[config.mk]
export PLATFORM = sky130hd
export DESIGN_NAME = mem_arbiter_flat
export DESIGN_NICKNAME = d
export VERILOG_FILES = /design/src/rtl/mem_arbiter_if.sv /design/src/rtl/mem_arbiter.sv /design/src/flat_wrapper.sv
export SDC_FILE = /design/constraint.sdc
export NUM_CORES = 1
export LEC_CHECK = 0
export CAP_MARGIN = 20
export CORE_UTILIZATION = 37
export DETAILED_ROUTE_END_ITERATION = 12
export GPL_TIMING_DRIVEN = 0
export PLACE_DENSITY = 0.78
export SYNTH_ARGS = -nofsm -noshare
export SYNTH_HDL_FRONTEND = slang
export SYNTH_SLANG_ARGS = --single-unit
[constraint.sdc]
create_clock -name clock -period 1.7 [get_ports clock]
set_input_delay 0.51 -clock clock [delete_from_list [all_inputs] [get_ports clock]]
set_output_delay 0.51 -clock clock [all_outputs]
set_load 0.02 [all_outputs]
[src/rtl/mem_arbiter_if.sv]
// Bus bundle for mem_arbiter: cpu fetch/data request ports, shared memory bus and status.
// The arbiter connects through the slave modport; requesters and memory model use master.
interface mem_arbiter_if #(
   parameter int XLEN = 32
);
   logic            if_req;
   logic [XLEN-1:0] if_addr;
   logic [XLEN-1:0] if_rdata;
   logic            if_ack;
   logic            d_req;
   logic            d_we;
   logic [XLEN-1:0] d_addr;
   logic [XLEN-1:0] d_wdata;
   logic [XLEN-1:0] d_rdata;
   logic            d_ack;
   logic            m_req;
   logic            m_we;
   logic [XLEN-1:0] m_addr;
   logic [XLEN-1:0] m_wdata;
   logic [XLEN-1:0] m_rdata;
   logic            m_ack;
   logic            if_stall;
   logic            d_stall;
   logic            err;

   modport slave (
      input  if_req, if_addr, d_req, d_we, d_addr, d_wdata, m_rdata, m_ack,
      output if_rdata, if_ack, d_rdata, d_ack, m_req, m_we, m_addr, m_wdata,
             if_stall, d_stall, err
   );

   modport master (
      output if_req, if_addr, d_req, d_we, d_addr, d_wdata, m_rdata, m_ack,
      input  if_rdata, if_ack, d_rdata, d_ack, m_req, m_we, m_addr, m_wdata,
             if_stall, d_stall, err
   );
endinterface

[src/rtl/mem_arbiter.sv]
// Arbitrates fetch and data ports onto one req/ack memory bus; data wins, bounded by a burst counter.
// Optional abort of stuck bus transactions when MEM_ARB_TIMEOUT_EN is defined (sticky err).
module mem_arbiter #(
   parameter int XLEN        = 32,
   parameter int MAX_D_BURST = 4,
   parameter int TIMEOUT_CYC = 255
) (
   input  logic           clock,
   input  logic           reset,
   mem_arbiter_if.slave   bus
);
   typedef enum logic [1:0] {IDLE, GRANT_D, GRANT_I} state_t;

   localparam int             BW    = $clog2(MAX_D_BURST + 1);
   localparam logic [BW-1:0]  MAX_B = BW'(MAX_D_BURST);

   state_t          state_q, state_d;
   logic [BW-1:0]   burst_q, burst_d;
   logic            m_req_q, m_req_d;
   logic            m_we_q, m_we_d;
   logic [XLEN-1:0] m_addr_q, m_addr_d;
   logic [XLEN-1:0] m_wdata_q, m_wdata_d;
   logic [XLEN-1:0] if_rdata_q, if_rdata_d;
   logic [XLEN-1:0] d_rdata_q, d_rdata_d;
   logic            if_ack_q, if_ack_d;
   logic            d_ack_q, d_ack_d;

`ifdef MEM_ARB_TIMEOUT_EN
   localparam int            TW      = $clog2(TIMEOUT_CYC + 1);
   localparam logic [TW-1:0] TO_LAST = TW'(TIMEOUT_CYC - 1);
   logic [TW-1:0] to_cnt_q, to_cnt_d;
   logic          err_q, err_d;
`endif

   always_ff @(posedge clock or negedge reset) begin
      if (!reset) begin
         state_q    <= IDLE;
         burst_q    <= '0;
         m_req_q    <= 1'b0;
         m_we_q     <= 1'b0;
         m_addr_q   <= '0;
         m_wdata_q  <= '0;
         if_rdata_q <= '0;
         d_rdata_q  <= '0;
         if_ack_q   <= 1'b0;
         d_ack_q    <= 1'b0;
`ifdef MEM_ARB_TIMEOUT_EN
         to_cnt_q   <= '0;
         err_q      <= 1'b0;
`endif
      end else begin
         state_q    <= state_d;
         burst_q    <= burst_d;
         m_req_q    <= m_req_d;
         m_we_q     <= m_we_d;
         m_addr_q   <= m_addr_d;
         m_wdata_q  <= m_wdata_d;
         if_rdata_q <= if_rdata_d;
         d_rdata_q  <= d_rdata_d;
         if_ack_q   <= if_ack_d;
         d_ack_q    <= d_ack_d;
`ifdef MEM_ARB_TIMEOUT_EN
         to_cnt_q   <= to_cnt_d;
         err_q      <= err_d;
`endif
      end
   end

   always_comb begin
      state_d    = state_q;
      burst_d    = burst_q;
      m_req_d    = m_req_q;
      m_we_d     = m_we_q;
      m_addr_d   = m_addr_q;
      m_wdata_d  = m_wdata_q;
      if_rdata_d = if_rdata_q;
      d_rdata_d  = d_rdata_q;
      if_ack_d   = 1'b0;
      d_ack_d    = 1'b0;
`ifdef MEM_ARB_TIMEOUT_EN
      to_cnt_d   = to_cnt_q;
      err_d      = err_q;
`endif
      case (state_q)
         IDLE: begin
`ifdef MEM_ARB_TIMEOUT_EN
            to_cnt_d = '0;
`endif
            if (!bus.if_req) burst_d = '0;
            // Requests still visible during an ack cycle are the requester's next access.
            if (bus.d_req && (!bus.if_req || burst_q < MAX_B)) begin
               state_d   = GRANT_D;
               m_req_d   = 1'b1;
               m_we_d    = bus.d_we;
               m_addr_d  = bus.d_addr;
               m_wdata_d = bus.d_wdata;
               if (bus.if_req) burst_d = burst_q + BW'(1);
            end else if (bus.if_req) begin
               state_d   = GRANT_I;
               m_req_d   = 1'b1;
               m_we_d    = 1'b0;
               m_addr_d  = bus.if_addr;
               m_wdata_d = '0;
               burst_d   = '0;
            end
         end
         GRANT_D, GRANT_I: begin
            if (bus.m_ack) begin
               state_d = IDLE;
               m_req_d = 1'b0;
               if (state_q == GRANT_D) begin
                  d_ack_d = 1'b1;
                  // Stores leave the load-data register untouched.
                  if (!m_we_q) d_rdata_d = bus.m_rdata;
               end else begin
                  if_ack_d   = 1'b1;
                  if_rdata_d = bus.m_rdata;
               end
`ifdef MEM_ARB_TIMEOUT_EN
            end else if (to_cnt_q == TO_LAST) begin
               state_d = IDLE;
               m_req_d = 1'b0;
               err_d   = 1'b1;
               if (state_q == GRANT_D) begin
                  d_ack_d   = 1'b1;
                  d_rdata_d = '0;
               end else begin
                  if_ack_d   = 1'b1;
                  if_rdata_d = '0;
               end
            end else begin
               to_cnt_d = to_cnt_q + TW'(1);
`endif
            end
         end
         default: state_d = IDLE;
      endcase
   end

   assign bus.m_req    = m_req_q;
   assign bus.m_we     = m_we_q;
   assign bus.m_addr   = m_addr_q;
   assign bus.m_wdata  = m_wdata_q;
   assign bus.if_rdata = if_rdata_q;
   assign bus.d_rdata  = d_rdata_q;
   assign bus.if_ack   = if_ack_q;
   assign bus.d_ack    = d_ack_q;
   assign bus.if_stall = bus.if_req & ~if_ack_q;
   assign bus.d_stall  = bus.d_req & ~d_ack_q;
`ifdef MEM_ARB_TIMEOUT_EN
   assign bus.err = err_q;
`else
   assign bus.err = 1'b0;
`endif
endmodule
[src/flat_wrapper.sv]
// flat-port wrapper written by rule: the top's interface ports become plain ports
module mem_arbiter_flat 
#(
   parameter int XLEN        = 32,
   parameter int MAX_D_BURST = 4,
   parameter int TIMEOUT_CYC = 255
)
  (clock, reset, bus_if_req, bus_if_addr, bus_d_req, bus_d_we, bus_d_addr, bus_d_wdata, bus_m_rdata, bus_m_ack, bus_if_rdata, bus_if_ack, bus_d_rdata, bus_d_ack, bus_m_req, bus_m_we, bus_m_addr, bus_m_wdata, bus_if_stall, bus_d_stall, bus_err);
  mem_arbiter_if #(.XLEN(XLEN)) bus_i ();
  input  logic clock;
  input  logic reset;
  input wire logic [$bits(bus_i.if_req)-1:0] bus_if_req;
  input wire logic [$bits(bus_i.if_addr)-1:0] bus_if_addr;
  input wire logic [$bits(bus_i.d_req)-1:0] bus_d_req;
  input wire logic [$bits(bus_i.d_we)-1:0] bus_d_we;
  input wire logic [$bits(bus_i.d_addr)-1:0] bus_d_addr;
  input wire logic [$bits(bus_i.d_wdata)-1:0] bus_d_wdata;
  input wire logic [$bits(bus_i.m_rdata)-1:0] bus_m_rdata;
  input wire logic [$bits(bus_i.m_ack)-1:0] bus_m_ack;
  output wire logic [$bits(bus_i.if_rdata)-1:0] bus_if_rdata;
  output wire logic [$bits(bus_i.if_ack)-1:0] bus_if_ack;
  output wire logic [$bits(bus_i.d_rdata)-1:0] bus_d_rdata;
  output wire logic [$bits(bus_i.d_ack)-1:0] bus_d_ack;
  output wire logic [$bits(bus_i.m_req)-1:0] bus_m_req;
  output wire logic [$bits(bus_i.m_we)-1:0] bus_m_we;
  output wire logic [$bits(bus_i.m_addr)-1:0] bus_m_addr;
  output wire logic [$bits(bus_i.m_wdata)-1:0] bus_m_wdata;
  output wire logic [$bits(bus_i.if_stall)-1:0] bus_if_stall;
  output wire logic [$bits(bus_i.d_stall)-1:0] bus_d_stall;
  output wire logic [$bits(bus_i.err)-1:0] bus_err;
  assign bus_i.if_req = bus_if_req;
  assign bus_i.if_addr = bus_if_addr;
  assign bus_i.d_req = bus_d_req;
  assign bus_i.d_we = bus_d_we;
  assign bus_i.d_addr = bus_d_addr;
  assign bus_i.d_wdata = bus_d_wdata;
  assign bus_i.m_rdata = bus_m_rdata;
  assign bus_i.m_ack = bus_m_ack;
  assign bus_if_rdata = bus_i.if_rdata;
  assign bus_if_ack = bus_i.if_ack;
  assign bus_d_rdata = bus_i.d_rdata;
  assign bus_d_ack = bus_i.d_ack;
  assign bus_m_req = bus_i.m_req;
  assign bus_m_we = bus_i.m_we;
  assign bus_m_addr = bus_i.m_addr;
  assign bus_m_wdata = bus_i.m_wdata;
  assign bus_if_stall = bus_i.if_stall;
  assign bus_d_stall = bus_i.d_stall;
  assign bus_err = bus_i.err;
  mem_arbiter #(.XLEN(XLEN), .MAX_D_BURST(MAX_D_BURST), .TIMEOUT_CYC(TIMEOUT_CYC)) u_core (.clock(clock), .reset(reset), .bus(bus_i));
endmodule
==> results.py <==
metrics = {
    "worst_setup_path": {
        "cp_cell_sequence": "inv_2, ha_4, nand2_2, or2_4, buf_12, mux2_4",
        "cp_data_arrival_time_ns": 2.00,
        "endpoint_kind": "flop",
        "cp_slowest_cell": "dfrtp_1",
        "cpPeakStageDelay_ns": 0.39,
        "reg2regPathDepth": 6,
        "crit_path_start_kind": "flop",
        "critPathKind": "flop to flop",
        "crit_fanout": 8,
        "cp.required_ns": 1.99,
    },
    "yosys": {
        "synthDistinctLibCells": 30,
        "synth_warnings": 0,
        "synth_largest_area_cell": "dfrtp_1",
        "synth_area_um2": 5548,
        "synth_area_per_cell_um2": 12.84,
        "synth_edf_count": 0,
        "yosys.area.top_type_share_pct": 61.80,
        "yosysSeqAreaShare_pct": 61.80,
        "syn_inst": 432,
        "synth_area_leaders": "dfrtp_1 62%, mux2_4 8.1%, mux2_2 6.9%",
        "syn-num-nets": 569,
        "synth_ff_type": "dfrtp_1",
        "ys_ff_latch": 137,
        "async_reset_ff_share_pct": 100.0,
    },
    "sta": {
        "hold_viol_final": 0,
        "hold_ws_ns": 0.4971,
        "drv_slew": 0,
        "timing.final.crit_share_pct": 100.9,
        "setup_ws_ns": -0.01595,
        "skew_ns": 0.005920,
        "relSlewSlack_pct": 65.79,
        "fin_setup_tns_ns": -0.06356,
        "rsz0062_at_grt": "yes",
        "fin_crit_ns": 1.716,
        "worst_slew_pin_slew_ns": 0.5131,
        "setup_viol": 15,
        "fmax_mhz": 582.8,
    },
    "floorplan": {
        "ios": 269,
        "die_w_um": 124.5,
        "die-area_um2": 15490,
        "std_cell_rows": 44,
        "core_area_um2": 14590,
        "start_util_pct": 38.03,
        "die_y_um": 124.5,
    },
    "hold_path": {
        "min_path_type": "flop to flop",
        "holdPathStages": 1,
    },
    "clock_tree": {
        "clkTransAtPathRegs_ns": 0.06,
        "clock_latency_ns": 0.41,
        "cts_tree": "built",
        "htree_num_levels": 4,
        "cts_made_buffers": 17,
        "cts_buffer_depth": 2,
        "clockRootBuffer": "clkbuf_16",
        "cts.sinks": 137,
    },
    "grt": {
        "grt_pass1_wl_um": 25940,
        "grt_start_max_net_pins": 103,
        "gr-total-overflow": 0,
        "antenna_found_initial": 0,
        "grt_use_total_pct": 21.20,
        "grt_pass1_vias": 4907,
    },
    "layout": {
        "area_growth_pct": 64.84,
        "drive_gt1_share_pct": 20.30,
        "nNetsFinal": 868,
        "n_antenna_cell": 0,
        "post-route-util_pct": 62.68,
        "final_cell_mix": "137 x dfrtp_1, 131 x dlygate4sd2_1, 130 x clkdlybuf4s50_1",
        "final_common_cell": "dfrtp_1",
    },
    "status": {
        "violations": "negative setup slack",
        "status": "complete, but fails checks",
    },
    "routing": {
        "antenna_left": 0,
        "wirelength_um": 15850,
        "drtPass1Iterations": 4,
        "drc_errors": 0,
        "drtIter0Drc": 207,
        "avgRoutedWirePerCell_um": 17.08,
        "via_per_inst": 4.974,
        "vias": 4616,
    },
    "placement": {
        "dp_hpwl_um": 11410,
        "port_buffers": 267,
        "gp_congestion": 0.8172,
    },
    "pwr": {
        "powerDensity_nw_per_um2": 1938,
        "p_leak_nw": 4.362,
        "irDropWorstVdd_mv": 0.9187,
    },
    "job": {
        "max_cap_viol_count": 0,
    },
}
repair_timing:
action	4_1_cts	5_1_grt
buffers inserted	5	4
hold buffers	1	0
endpoints found under the setup margin	217	81
gates resized for setup	172	7
gates cloned	3	0
pin swaps	2	2
hold endpoints to repair	22	0
where the power goes:
| group | switching, mW | total [mW] | internal [mW] |
|---|---|---|---|
| clock | 1.43 | 3.74 | 2.32 |
| sequential | 0.838 | 5.67 | 4.83 |
| combinational | 4.37 | 8.31 | 3.94 |
routing by layer:
metal	vias to the layer above	wire length (um)	GRT usage (%)
met3	25	1179	6.744
met2	229	7847	36.07
li1	2118	-	-
met4	0	312	7.725
met1	2244	6508	24.99
met5	-	0	0
worst paths after layout:
| kind | from | end | slack, ns |
|---|---|---|---|
| worst max-delay path | u_core.state_q[0]$_DFFE_PN0P_ | u_core.bus.if_rdata[16]$_DFFE_PN0P_ | -0.02 |
| worst min-delay path | u_core.burst_q[0]$_DFFE_PN0N_ | u_core.burst_q[0]$_DFFE_PN0N_ | 0.50 |
| worst max register to register | u_core.state_q[0]$_DFFE_PN0P_ | u_core.bus.if_rdata[16]$_DFFE_PN0P_ | -0.02 |
| worst min register to register | u_core.burst_q[0]$_DFFE_PN0N_ | u_core.burst_q[0]$_DFFE_PN0N_ | 0.50 |
| max in group asynchronous | reset | u_core.burst_q[0]$_DFFE_PN0N_ | 0.29 |
| min in group asynchronous | reset | u_core.bus.d_rdata[19]$_DFFE_PN0P_ | 0.58 |
registers in the layout, indices dropped and copies added, names as in the netlist:
signal / cells
u_core.bus.d_rdata: 32
u_core.bus.if_rdata: 32
u_core.bus.m_addr: 32
u_core.bus.m_wdata: 32
u_core.burst_q: 3
u_core.state_q: 2
u_core.bus.d_ack: 1
u_core.bus.if_ack: 1
u_core.bus.m_req: 1
u_core.bus.m_we: 1
Yosys cell counts (2+ instances only):
library cell  number
dfrtp_1          137
a21oi_1           64
nand2_1           36
a22o_1            34
mux2_2            34
nor2_1            33
mux2_4            30
buf_2             25
inv_1              6
buf_6              4
o21ai_0            4
ha_1               3
nor2b_1            3
mux2i_1            2
o22ai_1            2
through the flow:
stage                     area, um^2  worst slack (ns)  power (mW)  instances
after floorplan                 5548           0.05891       10.42        432
after global placement          8451            -5.162       14.50        883
after detailed placement        8479           -0.8417       14.74        884
after CTS                       9123          -0.04936       17.83        925
after global routing            9145          -0.07150       18.70        928
final                           9145          -0.01595       17.72        928
cells by family after synthesis:
kind of cell | count (synthesis) | share of synthesized area, %
adder cells (fa/ha/maj) | 3 | 0.6767
flip-flops | 137 | 61.80
other | 1 | 0.06759
AO/OA/AOI/OAI | 110 | 12.65
AND/OR/NAND/NOR | 78 | 5.751
multiplexers | 66 | 15.38
buffers and inverters | 37 | 3.676
cell type report:
| class | count | area (um^2) |
|---|---|---|
| inverter | 6 | 22.52 |
| clock inverter | 14 | 170.2 |
| timing repair buffer | 281 | 2689 |
| fill | 1180 | 5444 |
| clock buffer | 18 | 429.2 |
| multi-input combinational | 258 | 1952 |
| tap | 184 | 230.2 |
| buffer | 30 | 224.0 |
| sequential | 137 | 3428 |
worst max-delay path, delay by kind of cell, from the launching register on:
family                   cells  cell delay [ns]
flip-flops                   1             0.39
AND/OR/NAND/NOR              2             0.39
multiplexers                 1             0.30
adder cells (fa/ha/maj)      1             0.27
buffers and inverters        2             0.25
No activity file was read; power rests on OpenSTA's default activity.
